--- config.mk ---
export PLATFORM = sky130hd
export DESIGN_NAME = uart_calc_printer
export DESIGN_NICKNAME = d
export VERILOG_FILES = /design/src/rtl/uart_calc_printer.sv
export SDC_FILE = /design/constraint.sdc
export NUM_CORES = 2
export LEC_CHECK = 0
export ABC_AREA = 1
export BUFFER_PORTS_ARGS = -buffer_cell sky130_fd_sc_hd__buf_2
export CAP_MARGIN = 30
export CORE_ASPECT_RATIO = 0.8
export CORE_MARGIN = 10
export CORE_UTILIZATION = 41
export DETAILED_ROUTE_END_ITERATION = 6
export PLACE_DENSITY = 0.59
export SYNTH_ARGS = -nofsm -noshare
export SYNTH_HDL_FRONTEND = slang
export SYNTH_SLANG_ARGS = --single-unit
--- constraint.sdc ---
create_clock -name clk -period 9.5 [get_ports clk]
set_clock_uncertainty 0.05 [all_clocks]
set_input_delay 0.475 -clock clk [delete_from_list [all_inputs] [get_ports clk]]
set_output_delay 0.475 -clock clk [all_outputs]
set_load 0.02 [all_outputs]
--- src/rtl/uart_calc_printer.sv ---
// UART command calculator: collects little-endian operands, multiplies them,
// and streams the decimal product (leading zeros suppressed) over the tx handshake.
`timescale 1ns/1ps
module uart_calc_printer #(
    parameter int unsigned OPERAND_BYTES = 4,
    parameter int unsigned RESULT_DIGITS = 20,
    parameter logic [7:0]  SQUARE_CMD    = 8'h68,
    parameter logic [7:0]  MULT_CMD      = 8'h6D,
    parameter logic [7:0]  ABORT_CHAR    = 8'h1B,
    parameter bit          APPEND_CRLF   = 1'b1
) (
    input  logic       clk,
    input  logic       rst,
    input  logic [7:0] rx_data,
    input  logic       new_rx_data,
    output logic [7:0] tx_data,
    output logic       new_tx_data,
    input  logic       tx_busy,
    output logic       busy,
    output logic [7:0] byte_count
);
    localparam int unsigned OW    = 8 * OPERAND_BYTES;
    localparam int unsigned PW    = 2 * OW;
    localparam int unsigned BW    = 4 * RESULT_DIGITS;
    localparam int unsigned CNT_W = $clog2(PW);
    localparam int unsigned PTR_W = (RESULT_DIGITS > 1) ? $clog2(RESULT_DIGITS) : 1;
    localparam logic [7:0]       LAST_BYTE = 8'(OPERAND_BYTES - 1);
    localparam logic [CNT_W-1:0] LAST_BIT  = CNT_W'(PW - 1);

    typedef enum logic [2:0] {IDLE, COLLECT_A, COLLECT_B, MULT, CONV, PRINT, CRLF} state_t;

    state_t             state;
    logic               sq_mode;
    logic               crlf_lf;
    logic [OW-1:0]      op_a;
    logic [OW-1:0]      op_b;
    logic [PW-1:0]      product;
    logic [BW-1:0]      bcd;
    logic [CNT_W-1:0]   bit_cnt;
    logic [PTR_W-1:0]   digit_ptr;

    logic [OW-1:0]      lane_a_c;
    logic [OW-1:0]      lane_b_c;
    logic [BW-1:0]      adj_c;
    logic [BW-1:0]      bcd_next_c;
    logic [PTR_W-1:0]   msd_c;
    logic [3:0]         digit_c;
    logic               can_send_c;

    // Operand values with the incoming byte placed in lane byte_count
    always_comb begin
        lane_a_c = op_a;
        lane_b_c = op_b;
        for (int i = 0; i < int'(OPERAND_BYTES); i++) begin
            if (byte_count == 8'(i)) begin
                lane_a_c[i*8 +: 8] = rx_data;
                lane_b_c[i*8 +: 8] = rx_data;
            end
        end
    end

    // Double-dabble step, MSD search on the post-step value, and digit select
    always_comb begin
        adj_c = bcd;
        for (int i = 0; i < int'(RESULT_DIGITS); i++) begin
            if (bcd[i*4 +: 4] >= 4'd5) adj_c[i*4 +: 4] = bcd[i*4 +: 4] + 4'd3;
        end
        bcd_next_c = {adj_c[BW-2:0], product[PW-1]};
        msd_c = '0;
        for (int i = 0; i < int'(RESULT_DIGITS); i++) begin
            if (bcd_next_c[i*4 +: 4] != 4'd0) msd_c = PTR_W'(i);
        end
        digit_c = 4'd0;
        for (int i = 0; i < int'(RESULT_DIGITS); i++) begin
            if (digit_ptr == PTR_W'(i)) digit_c = bcd[i*4 +: 4];
        end
    end

    // A strobe may only follow a cycle without one, and never while tx is busy
    assign can_send_c = !tx_busy && !new_tx_data;

    always_ff @(posedge clk or negedge rst) begin
        if (!rst) begin
            state       <= IDLE;
            sq_mode     <= 1'b0;
            crlf_lf     <= 1'b0;
            op_a        <= '0;
            op_b        <= '0;
            product     <= '0;
            bcd         <= '0;
            bit_cnt     <= '0;
            digit_ptr   <= '0;
            tx_data     <= 8'd0;
            new_tx_data <= 1'b0;
            busy        <= 1'b0;
            byte_count  <= 8'd0;
        end else begin
            new_tx_data <= 1'b0;
            case (state)
                IDLE: begin
                    byte_count <= 8'd0;
                    if (new_rx_data && (rx_data == SQUARE_CMD || rx_data == MULT_CMD)) begin
                        sq_mode <= (rx_data == SQUARE_CMD);
                        state   <= COLLECT_A;
                        busy    <= 1'b1;
                    end
                end
                COLLECT_A: begin
                    if (new_rx_data) begin
                        if (rx_data == ABORT_CHAR) begin
                            state      <= IDLE;
                            busy       <= 1'b0;
                            byte_count <= 8'd0;
                        end else begin
                            op_a       <= lane_a_c;
                            byte_count <= byte_count + 8'd1;
                            if (byte_count == LAST_BYTE) begin
                                if (sq_mode) begin
                                    op_b  <= lane_a_c;
                                    state <= MULT;
                                end else begin
                                    byte_count <= 8'd0;
                                    state      <= COLLECT_B;
                                end
                            end
                        end
                    end
                end
                COLLECT_B: begin
                    if (new_rx_data) begin
                        if (rx_data == ABORT_CHAR) begin
                            state      <= IDLE;
                            busy       <= 1'b0;
                            byte_count <= 8'd0;
                        end else begin
                            op_b       <= lane_b_c;
                            byte_count <= byte_count + 8'd1;
                            if (byte_count == LAST_BYTE) state <= MULT;
                        end
                    end
                end
                MULT: begin
                    product <= PW'(op_a) * PW'(op_b);
                    bcd     <= '0;
                    bit_cnt <= '0;
                    state   <= CONV;
                end
                CONV: begin
                    bcd     <= bcd_next_c;
                    product <= product << 1;
                    bit_cnt <= bit_cnt + CNT_W'(1);
                    if (bit_cnt == LAST_BIT) begin
                        digit_ptr <= msd_c;
                        state     <= PRINT;
                    end
                end
                PRINT: begin
                    if (can_send_c) begin
                        tx_data     <= 8'h30 + {4'd0, digit_c};
                        new_tx_data <= 1'b1;
                        if (digit_ptr == '0) begin
                            crlf_lf <= 1'b0;
                            if (APPEND_CRLF) begin
                                state <= CRLF;
                            end else begin
                                state      <= IDLE;
                                busy       <= 1'b0;
                                byte_count <= 8'd0;
                            end
                        end else begin
                            digit_ptr <= digit_ptr - PTR_W'(1);
                        end
                    end
                end
                CRLF: begin
                    if (can_send_c) begin
                        new_tx_data <= 1'b1;
                        if (!crlf_lf) begin
                            tx_data <= 8'h0D;
                            crlf_lf <= 1'b1;
                        end else begin
                            tx_data    <= 8'h0A;
                            state      <= IDLE;
                            busy       <= 1'b0;
                            byte_count <= 8'd0;
                        end
                    end
                end
                default: state <= IDLE;
            endcase
        end
    end
endmodule

# After elaboration in Yosys (flattened, before gate mapping)
# Index checks and enable logic that the tools add are counted.
[word_totals]
register_bits = 242
out_inout_bits = 18
ramBits = 0
input_bits = 12
elab_cells = 282
latchBits = 0
mem_count = 0
romBits = 0
[op_classes]
muxes = 120
addsub = 24
n_eq_ne = 53
shifts = 0
n_bitwise = 1
reduce_logical = 47
div = 0
n_lt_le_gt_ge = 20
mul = 1
[ops]
columns = ["cell", "count"]
rows = [
  ["$mux 32", 6],
  ["$pmux 80 s2", 1],
  ["$mux 4", 39],
  ["$mux 8", 18],
  ["$pmux 64 s2", 1],
  ["$mux 5", 21],
  ["$ge 4x3->1 const B", 20],
  ["$reduce_bool 4->1", 20],
  ["$add 4x2->4 const B", 19],
  ["$mul 32x32->64", 1],
  ["$pmux 32 s2", 1],
  ["$mux 3", 14],
  ["$eq 5x4->1 const B", 8],
  ["$ne 2x2->1 const B", 17],
  ["$pmux 8 s4", 1],
  ["$reduce_and 8->1", 4],
  ["$pmux 3 s7", 1],
  ["$eq 5x3->1 const B", 4],
  ["$eq 5x5->1 const B", 4],
  ["$eq 8x2->1 const B", 2],
  ["$eq 8x7->1 const B", 2],
  ["$pmux 8 s2", 1],
  ["$mux 1", 12],
  ["$pmux 6 s2", 1],
  ["34 further kinds", 48],
]

# Longest topological paths before layout
[depth]
depth_word = 24
ltp_mapped = 34
ltp_nobuf = 32

# Least setup slack after synthesis
# Ideal clock, no wire load.
[synth_timing]
kind = "register to register"
startpoint = "register op_a[31]"
endpoint = "register product[61]"
required_ps = 9312
slack_ps = 2554
n_path_buf = 2
path_stages_with_launch = 30
period_less_slack_ps = 6946
setup_time_ps = 138
arrival_ps = 6758
cell_sequence = "dfrtp_1 clkbuf_1 clkbuf_1 nand2_1 fa_1 inv_1 fa_1 fa_1 inv_1 fa_1 inv_1 fa_1 fa_1 fa_1 inv_1 fa_1 inv_1 ha_1 nand2_1 nor2_1 inv_1 nor4_1 nand3_1 nand3_2 nand2_1 o211ai_2 a21oi_2 o21ai_1 xor2_1 o211ai_1"
[synth_via]
elab_chain_cells = 2
[synth_rtl]
columns = ["element", "line_no", "rtl"]
rows = [
  ["start: declaration", "35", "logic [OW-1:0] op_a;"],
  ["start signal: assignment", "115", "op_a <= lane_a_c;"],
  ["$mul 32x32->64", "143", "product <= PW'(op_a) * PW'(op_b);"],
  ["$pmux 64 s2", "99", "case (state)"],
  ["end signal: assignment", "143", ""],
  ["end signal: assignment", "150", "product <= product << 1;"],
  ["end: declaration", "37", "logic [PW-1:0] product;"],
]
# No other way between the ends.
# A chain may end at the register's enable or synchronous reset.

# Worst setup path in the final report
[layout_timing]
startpoint = "register op_a[23]"
endpoint = "register product[63]"
# Same word-level chain as after synthesis.

==> results.py <==
metrics = {
    "global_route": {
        "grtUsageTotal_pct": 20.7,
        "grt_pass1_wl_um": 216000,
        "grt_pass1_vias": 38349,
        "grt_max_degree": 118,
        "grt_overflow": 0,
        "grt_antenna_before_repair": 6,
    },
    "detailed_routing": {
        "finalWirelength_um": 135000,
        "wl_per_cell_um": 17.9,
        "via_per_inst": 4.98,
        "via_count": 37536,
        "post-route-drc-count": 4,
        "final_antenna_net_count": 0,
        "drtIter0Drc": 3321,
        "drt_first_pass_iters": 7,
    },
    "synth": {
        "synth_flop_cell": "dfrtp_1",
        "synth_edf_count": 0,
        "ys_ff_latch": 239,
        "synthTopCellsByArea": "fa_1, inv_1, dfrtp_1",
        "synth_area_um2": 47800,
        "synthArstFlopShare_pct": 100,
        "synth.yosys.warnings": 0,
        "synth_seq_area_share_pct": 12.5,
        "ys_types": 63,
        "synth_area_per_cell_um2": 7.82,
        "synth_top_area_share_pct": 37.5,
        "yosys.area.top_type": "fa_1",
        "synthCells": 6116,
    },
    "die": {
        "dieArea_um2": 131000,
        "ios": 30,
        "rows": 111,
        "core_area_um2": 115000,
        "die_x_um": 402,
        "start_util_pct": 41.5,
        "die_h_um": 325,
    },
    "final_layout": {
        "drive_gt1_share_pct": 5.22,
        "nets": 7215,
        "multi_input_area_um2": 33900,
        "syn2layout_area_growth_pct": 6.38,
        "fin_util_pct": 44.2,
        "fillers": 11645,
        "regArea_um2": 5980,
        "stdcell_area_um2": 50900,
    },
    "worst_setup_path": {
        "r2r_start": "op_a[23]$_DFFE_PN0P_",
        "cp-start-kind": "flop",
        "cpMostUsedCell": "fa_1",
        "reg2reg_depth": 23,
        "required_ns": 9.87,
        "rrSetupSlack_ns": 1.16,
        "slowest_stage": "dfrtp_1",
        "critPathMaxStageDelay_ns": 0.98,
        "path_buf_inv": 2,
        "cp_top_family": "adder cells",
        "arrival_ns": 8.71,
        "crit_path_end_kind": "flop",
        "path_max_fanout": 20,
        "r2r-end": "product[63]$_DFFE_PN0P_",
        "cp_cell_sequence": "buf_4 -> nand2_1 -> fa_1 -> fa_1 -> inv_1 -> fa_1 -> fa_1 -> fa_1 -> fa_1 -> fa_1 -> ha_1 -> ha_1 -> a21o_1 -> a31oi_1 -> o21ai_0 -> a21oi_1 -> nand3_1 -> nand2_1 -> o2111ai_2 -> a21oi_2 -> o21ai_1 -> xor2_1 -> o221ai_1",
        "worstSetupPathType": "flop to flop",
    },
    "clock_tree": {
        "ctsHoldBuffers": 1,
        "cts.clk_slew.worst_paths_ns": 0.07,
        "clock_tree.root_cell": "clkbuf_16",
        "cts_sinks": 239,
        "cts_tree": "yes",
        "cts_max_level": 1,
        "clockBufferDepth": 3,
        "numCtsBuffers": 28,
        "ctsResizeCount": 0,
        "cts_setup_buffers": 0,
        "clock_latency_ns": 0.58,
    },
    "timing": {
        "finalHoldViolations": 0,
        "final_max_slew_viol_count": 0,
        "fin_ws_ns": 1.16,
        "maxSlewHeadroom_pct": 28.7,
        "fin_tns_setup_ns": 0,
        "final-setup-viol-count": 0,
        "final.min_clock_period_ns": 8.34,
        "tightest_slew_ns": 1.07,
        "fmax_mhz": 120,
        "period_share_pct": 87.8,
        "rsz0062_at_grt": "no",
    },
    "min_path": {
        "hold_end": "busy$_DFFE_PN0P_",
        "hp-start": "new_rx_data",
        "worstHoldPathCells": 3,
        "hold_class": "primary input to flop",
    },
    "place": {
        "io_buffers": 27,
        "place_ws_ns": 1.13,
        "placed_area_um2": 49800,
        "gp_congestion": 0.909,
        "dp_hpwl_um": 109000,
    },
    "outcome": {
        "status": "complete, but fails checks",
        "violations": "design-rule violations",
    },
    "job": {
        "maxCapViolCount": 0,
    },
}
## cell families (layout without fill, tap and decap cells)
kind of cell,Yosys count,after routing,synth area share [%]
flip-flops,239,239,12.5
XOR/XNOR,79,79,1.45
AND/OR/NAND/NOR,1812,1812,15.0
buffers and inverters,2123,2020,16.7
other,1,3,0.00784
adder cells (fa/ha/maj),1209,1209,45.7
multiplexers,38,38,0.874
AO/OA/AOI/OAI,615,615,7.72
## layout by cell type, fill, tap and decap left out, types with 6 or more instances in the layout
master	n
buf_2	26
nor3_1	12
mux2i_1	8
nor2_4	6
a21oi_2	11
nand2_1	1473
clkbuf_16	28
o21a_1	22
inv_1	1799
nor2_1	168
o22ai_1	56
nand4_1	26
o211ai_1	36
nand3_1	74
o21ai_1	15
a21oi_1	162
o221ai_1	31
o21ai_0	199
mux2_2	30
dfrtp_1	237
xor2_1	60
ha_1	313
o21ai_2	7
inv_2	10
a31oi_1	39
or2_2	8
buf_16	6
fa_1	896
xnor2_1	19
nor2_2	6
buf_4	120
nor4_1	11
## worst reg2reg max path: cells and delay by family, from the launching register on
kind / cells / cell delay (ns)
AO/OA/AOI/OAI: 8 / 1.66
XOR/XNOR: 1 / 0.16
adder cells (fa/ha/maj): 9 / 4.28
buffers and inverters: 2 / 0.48
flip-flops: 1 / 0.98
AND/OR/NAND/NOR: 3 / 0.58
## metrics by stage
step / hold WS (ns) / cells
2_1_floorplan: 0.129 / 6117
3_3_place_gp: 0.419 / 7479
3_5_place_dp: 0.426 / 7483
4_1_cts: 0.188 / 7534
5_1_grt: 0.212 / 7540
6_report: 0.205 / 7540
## worst max-delay path by stage
stage | end | startpoint | depth (start not counted)
2_1_floorplan | product[61]$_DFFE_PN0P_ | op_a[31]$_DFFE_PN0P_ | 29
3_3_place_gp | product[63]$_DFFE_PN0P_ | op_a[28]$_DFFE_PN0P_ | 26
3_5_place_dp | product[63]$_DFFE_PN0P_ | op_a[28]$_DFFE_PN0P_ | 26
4_1_cts | product[63]$_DFFE_PN0P_ | op_a[28]$_DFFE_PN0P_ | 26
5_1_grt | product[56]$_DFFE_PN0P_ | op_b[6]$_DFFE_PN0P_ | 25
6_report | product[63]$_DFFE_PN0P_ | op_a[23]$_DFFE_PN0P_ | 23
## per-layer routing
layer / wire length [um] / vias up / track usage, %
met1: 61500 / 18738 / 30.0
met5: 31 / - / 0
li1: - / 17432 / -
met3: 10800 / 157 / 3.85
met2: 59300 / 1203 / 31.9
met4: 3210 / 6 / 4.55
## flip-flops by register name (all words and copies together) (netlist names), 3 cells and up
signal	flops
bcd	80
product	64
op_a	32
op_b	32
byte_count	8
bit_cnt	6
digit_ptr	5
tx_data	5
state	3
## cells in the mapped netlist (all sizes together) (19+ instances only)
cell type	number
o221ai	31
nand3	78
nor2	180
xnor2	19
o21ai	221
a21oi	174
inv	1811
ha	313
xor2	60
mux2	30
o22ai	56
a31oi	39
nand2	1482
o211ai	40
clkbuf	296
o21a	22
nand4	26
fa	896
dfrtp	239
## final cells by class
cell class / instances / share of cell area, %
well taps: 1525 / 3.75
repair buffers: 158 / 2.53
clock buffers: 35 / 1.53
multi-input cells: 3755 / 66.6
diodes: 1 / 0.00492
clock inverters: 15 / 0.453
flip-flops and latches: 239 / 11.8
inverters: 1812 / 13.4
Power is not shown: default switching activity piles up to over one toggle a cycle in this logic, so the estimate is an artifact.
